===== config.mk =====
export PLATFORM = sky130hd
export DESIGN_NAME = time_set_ctrl
export DESIGN_NICKNAME = d
export VERILOG_FILES = /design/src/rtl/time_set_ctrl.sv
export SDC_FILE = /design/constraint.sdc
export NUM_CORES = 1
export LEC_CHECK = 0
export CAP_MARGIN = 20
export CELL_PAD_IN_SITES_DETAIL_PLACEMENT = 2
export CELL_PAD_IN_SITES_GLOBAL_PLACEMENT = 2
export CORE_MARGIN = 2
export CORE_UTILIZATION = 28
export DETAILED_ROUTE_END_ITERATION = 10
export HOLD_SLACK_MARGIN = 0.03
export MAX_ROUTING_LAYER = met4
export PLACE_DENSITY_LB_ADDON = 0.08
export SLEW_MARGIN = 20
export SYNTH_ARGS = -nofsm -noshare
export SYNTH_HDL_FRONTEND = slang
export SYNTH_SLANG_ARGS = --single-unit

===== constraint.sdc =====
create_clock -name clk -period 2.3 [get_ports clk]
set_input_delay 0.46 -clock clk [delete_from_list [all_inputs] [get_ports clk]]
set_output_delay 0.46 -clock clk [all_outputs]
set_load 0.02 [all_outputs]

===== src/rtl/time_set_ctrl.sv =====
`default_nettype none
// ============================================================================
// Module      : time_set_ctrl
// Description : Clock timekeeping registers with RUN/SET_H/SET_M/SET_S mode
//               FSM, button stepping, blink blanking and set-mode timeout.
// Revision    : 1.0
// ============================================================================
module time_set_ctrl #(
    parameter int H_MAX     = 24,
    parameter int TIMEOUT_S = 30
) (
    input  logic       clk,
    input  logic       clr,
    input  logic       tick,
    input  logic       blink_tick,
    input  logic       btn_mode,
    input  logic       btn_inc,
    input  logic       btn_dec,
    output logic [7:0] hour,
    output logic [7:0] min,
    output logic [7:0] sec,
    output logic [1:0] mode,
    output logic [2:0] blank,
    output logic       day_pulse
);

    localparam logic [1:0] c_RUN   = 2'd0;
    localparam logic [1:0] c_SET_H = 2'd1;
    localparam logic [1:0] c_SET_M = 2'd2;
    localparam logic [1:0] c_SET_S = 2'd3;

    localparam int              c_TO_W    = (TIMEOUT_S > 1) ? $clog2(TIMEOUT_S) : 1;
    localparam logic [c_TO_W-1:0] c_TO_LAST = c_TO_W'((TIMEOUT_S > 0) ? TIMEOUT_S - 1 : 0);
    localparam logic [7:0]      c_H_LAST  = 8'(H_MAX - 1);
    localparam logic [7:0]      c_MS_LAST = 8'd59;

    logic              r_btn_mode_q, r_btn_inc_q, r_btn_dec_q;
    logic [1:0]        r_mode, w_mode_nxt;
    logic              r_blink, w_blink_nxt;
    logic [c_TO_W-1:0] r_to_cnt, w_to_nxt;
    logic [7:0]        r_hour, r_min, r_sec;
    logic [7:0]        w_hour_nxt, w_min_nxt, w_sec_nxt;
    logic [2:0]        r_blank, w_blank_nxt;
    logic              r_day, w_day_nxt;
    logic              w_step;

    logic w_rise_mode, w_rise_inc, w_rise_dec;
    assign w_rise_mode = btn_mode & ~r_btn_mode_q;
    assign w_rise_inc  = btn_inc  & ~r_btn_inc_q;
    assign w_rise_dec  = btn_dec  & ~r_btn_dec_q;

    always_comb begin
        w_mode_nxt = r_mode;
        w_to_nxt   = r_to_cnt;
        w_hour_nxt = r_hour;
        w_min_nxt  = r_min;
        w_sec_nxt  = r_sec;
        w_day_nxt  = 1'b0;
        w_step     = 1'b0;

        if (r_mode == c_RUN) begin
            w_to_nxt = '0;
            if (w_rise_mode) begin
                w_mode_nxt = c_SET_H;
            end
            if (tick) begin
                if (r_sec == c_MS_LAST) begin
                    w_sec_nxt = 8'd0;
                    if (r_min == c_MS_LAST) begin
                        w_min_nxt = 8'd0;
                        if (r_hour == c_H_LAST) begin
                            w_hour_nxt = 8'd0;
                            w_day_nxt  = 1'b1;
                        end else begin
                            w_hour_nxt = r_hour + 8'd1;
                        end
                    end else begin
                        w_min_nxt = r_min + 8'd1;
                    end
                end else begin
                    w_sec_nxt = r_sec + 8'd1;
                end
            end
        end else if (w_rise_mode) begin
            // SET_S + 1 wraps to RUN; any pending step or tick is dropped
            w_mode_nxt = r_mode + 2'd1;
            w_to_nxt   = '0;
        end else if (w_rise_inc | w_rise_dec) begin
            w_to_nxt = '0;
            if (w_rise_inc ^ w_rise_dec) begin
                w_step = 1'b1;
                case (r_mode)
                    c_SET_H: begin
                        if (w_rise_inc) w_hour_nxt = (r_hour == c_H_LAST) ? 8'd0 : r_hour + 8'd1;
                        else            w_hour_nxt = (r_hour == 8'd0) ? c_H_LAST : r_hour - 8'd1;
                    end
                    c_SET_M: begin
                        if (w_rise_inc) w_min_nxt = (r_min == c_MS_LAST) ? 8'd0 : r_min + 8'd1;
                        else            w_min_nxt = (r_min == 8'd0) ? c_MS_LAST : r_min - 8'd1;
                    end
                    default: w_sec_nxt = 8'd0;
                endcase
            end
        end else if (tick && (TIMEOUT_S != 0)) begin
            if (r_to_cnt == c_TO_LAST) begin
                w_mode_nxt = c_RUN;
                w_to_nxt   = '0;
            end else begin
                w_to_nxt = r_to_cnt + c_TO_W'(1);
            end
        end

        if ((w_mode_nxt != r_mode) || w_step) begin
            w_blink_nxt = 1'b0;
        end else if (blink_tick && (r_mode != c_RUN)) begin
            w_blink_nxt = ~r_blink;
        end else begin
            w_blink_nxt = r_blink;
        end

        case (w_mode_nxt)
            c_SET_H: w_blank_nxt = {w_blink_nxt, 2'b00};
            c_SET_M: w_blank_nxt = {1'b0, w_blink_nxt, 1'b0};
            c_SET_S: w_blank_nxt = {2'b00, w_blink_nxt};
            default: w_blank_nxt = 3'b000;
        endcase
    end

    always_ff @(posedge clk) begin
        if (!clr) begin
            // Load current levels so a button held through reset gives no edge
            r_btn_mode_q <= btn_mode;
            r_btn_inc_q  <= btn_inc;
            r_btn_dec_q  <= btn_dec;
            r_mode       <= c_RUN;
            r_blink      <= 1'b0;
            r_to_cnt     <= '0;
            r_hour       <= 8'd0;
            r_min        <= 8'd0;
            r_sec        <= 8'd0;
            r_blank      <= 3'b000;
            r_day        <= 1'b0;
        end else begin
            r_btn_mode_q <= btn_mode;
            r_btn_inc_q  <= btn_inc;
            r_btn_dec_q  <= btn_dec;
            r_mode       <= w_mode_nxt;
            r_blink      <= w_blink_nxt;
            r_to_cnt     <= w_to_nxt;
            r_hour       <= w_hour_nxt;
            r_min        <= w_min_nxt;
            r_sec        <= w_sec_nxt;
            r_blank      <= w_blank_nxt;
            r_day        <= w_day_nxt;
        end
    end

    assign hour      = r_hour;
    assign min       = r_min;
    assign sec       = r_sec;
    assign mode      = r_mode;
    assign blank     = r_blank;
    assign day_pulse = r_day;

endmodule
`default_nettype wire


==> results <==
## how the worst max path moves through the flow
| stage | to | slack, ps |
|---|---|---|
| detailed placement | sec[4] | -480 |
| global route | min[7] | 50 |
| global placement | sec[0] | -440 |
| finish | hour[3] | 180 |
| CTS | min[7] | -0.8 |
| floorplan | hour[0] | 50 |
## through the flow
step / area, sq um / setup WS (ps)
6_report: 3410 / 179
5_1_grt: 3410 / 49.7
4_1_cts: 3360 / -0.840
3_5_place_dp: 3210 / -480
3_3_place_gp: 3210 / -440
2_1_floorplan: 2430 / 45.0
## power by group through the flow
stage / sequential (mW) / clock [mW] / combinational (mW)
2_1_floorplan: 0.716 / 0 / 0.0874
5_1_grt: 0.691 / 0.657 / 0.232
4_1_cts: 0.691 / 0.624 / 0.205
3_5_place_dp: 0.706 / 0 / 0.197
3_3_place_gp: 0.705 / 0 / 0.195
6_report: 0.690 / 0.607 / 0.213
## metal layers
| metal | track usage [%] | up-vias | part of all wire (%) |
|---|---|---|---|
| li1 | - | 1253 | - |
| met1 | 26.3 | 1288 | 50 |
| met2 | 30.0 | 33 | 47 |
| met3 | 2.75 | 14 | 2.0 |
| met4 | 3.58 | 0 | 1.4 |
| met5 | - | - | 0 |
## what timing repair did
item	4_1_cts	5_1_grt
gates resized for setup	9	11
pin swaps	1	2
endpoints found under the setup margin	18	24
## layout make-up
type                       count  area [sq um]
fill                         965          4890
timing repair buffer          84           726
multi-input combinational    231          1600
clock inverter                 3          43.8
inverter                      16          60.1
clock buffer                   5          68.8
sequential                    39           781
tap                          105           131
## cells in the mapped netlist, types with 5 or more instances
cell | number | area share [%]
ha_1 | 13 | 6.7
inv_1 | 15 | 2.3
nand3_1 | 13 | 2.7
a211oi_1 | 5 | 1.5
xnor2_1 | 13 | 4.7
dfxtp_1 | 39 | 32
clkbuf_1 | 11 | 1.7
nor4_1 | 8 | 2.1
nor2_1 | 30 | 4.6
and3_1 | 5 | 1.3
nand2_1 | 24 | 3.7
a21oi_1 | 19 | 3.9
nor3_1 | 7 | 1.4
o21ai_0 | 10 | 2.1
nand4_1 | 6 | 1.5
## flip-flops by register name, indices dropped and copies added, names as in the netlist
name	count
mode	2
day_pulse	1
r_blink	1
r_to_cnt	5
blank	3
hour	8
r_btn_dec_q	1
r_btn_mode_q	1
min	8
r_btn_inc_q	1
sec	8
## logic make-up after synthesis
group	after synthesis	share of synthesized area, %
AOI/OAI and AO/OA	77	22.5
adders and majority gates	13	6.71
DFF	39	32.2
xor gates and xnor gates	16	5.78
buffers and inverters	33	5.63
muxes	1	0.465
and+or+nand+nor	124	26.7
==> metrics.yaml <==
timing:
  final_period_util_pct: 92.2
  fmaxAchievable_mhz: 472
  hold_viol: 0
  skew_ps: 4.25
  slew_viol_final: 0
  finalSetupViolCount: 0
  setup_repair_after_global_routing_missed_its_margin: "false"
  min_period_ps: 2120
  timing_worst_slew_pin_value_ps: 488
  worst_slew_margin_rel_pct: 67.2
  hold_slack_ps: 293
  setup_total_negative_slack_ps: 0
worst_setup_path:
  total_number_of_cells_along_the_worst_setup_path: 7
  criticalPathCategory: "register to register"
  worst-endpoint-required_ps: 2540
  critical_path.reg2reg.startpoint: "min[0]"
  crit_path_max_incr_delay_ps: 540
  critical_path.startpoint: "min[0]"
  slowest_stage: "or4b_4"
  sort_of_element_at_the_start_of_the_critical_path: "register"
  crit-reg2reg-capture: "hour[3]"
  critPathCaptureType: "register"
  worst_r2r_path_depth: 7
  regToRegSetupSlack_ps: 180
  arrival_ps: 2360
  path_buf_inv: 1
  path_delay_family: "compound AO/OA/AOI/OAI gates"
  crit_path_cell_trace: "ha_1 -> nand3_1 -> or4b_4 -> o31a_4 -> buf_4 -> o21ai_2 -> o311a_1"
  crit_path_max_fanout: 9
pwr:
  irDropWorstVdd_mv: 0.235
  p_total_mw: 1.51
  power_frac_clock_pct: 40.2
  seq_power_share_pct: 45.7
  power.share.switching_pct: 27.0
  switching_power_mw: 0.407
  static-leakage-power_nw: 1.32
  power_dens_cells_mw_per_mm2: 442
  pwr-share-comb_pct: 14.1
  cell_internal_power_dissipation_mw: 1.10
clock_network:
  cts_hold_buffers: 0
  later_pin_clock_latency_in_the_skew_report_ps: 300
  tritoncts: "done"
  clock_tree.root_cell: "clkbuf_8"
  cts_post_setup_buffers_inserted: 0
  clock_path_buffers: 2
  clkTransAtPathRegs_ps: 90
  depth_of_the_cts_h_tree: 2
  numClockSinks: 39
  cts-buffers-inserted: 5
floorplan:
  die_w_um: 97.0
  die_area_sq_mm: 0.00942
  core_area_sq_mm: 0.00830
  core.rowCount: 33
  io_pins: 37
  initial_core_utilization_pct: 29.2
  die_height_um: 97.0
min_path:
  worst_hold_path.num_cells: 1
  min_to: "r_btn_inc_q"
  hold_path_class: "primary input to register"
  holdCritStartpoint: "btn_inc"
global_routing:
  antenna_found_initial: 0
  maximum_number_of_pins_on_one_net_before_global_route_repair: 14
  grt_pass1_wl_mm: 14.4
  vias_in_the_first_global_route: 2744
  global_route.overflow_total: 0
  global_route.usage.total_pct: 19.0
synthesis:
  edff_count_synth: 0
  synth-seq-cells: 39
  synthesis.area_per_instance_sq_um: 8.00
  syn_nets: 323
  ys_async_sr_fraction_pct: 0
  netlist_instances: 303
  synthesis.area_sq_mm: 0.00242
  part_of_the_yosys_area_used_for_sequential_elements_pct: 32.2
  synth.lib_cells_used.distinct: 60
  synth-warning-count: 0
  synth_top_flop_cell: "dfxtp_1"
routing:
  ant_nets: 0
  first_iter_violations: 64
  firstDrtPassIters: 4
  detail_route.wirelength_mm: 8.71
  detail_route.vias_per_cell: 5.36
  drc: 0
  routed-via-count: 2588
  route.detailed.wl_per_inst_um: 18.0
final_layout:
  area_growth_pct: 40.8
  top_library_cells_by_usage_in_the_layout_fill_and_taps_aside: "buf_4 (48), dfxtp_1 (39), clkdlybuf4s50_1 (34)"
  leading_cell_type_in_the_layout_fill_and_taps_excluded: "buf_4"
  drive_above_1_share_pct: 21.4
  finalNetCount: 397
  count_of_antenna_diodes_in_the_layout: 0
  final_util_pct: 41.1
  instances_no_fill: 483
placement:
  dp.cells: 475
  replace_congestion: 0.846
  hpwl_mm: 6.58
  place.port_buffers: 36
run_status:
  outcome: "completed"
job:
  maxCapViolCount: 0
Note: power is estimated with default switching activity, not from simulation.
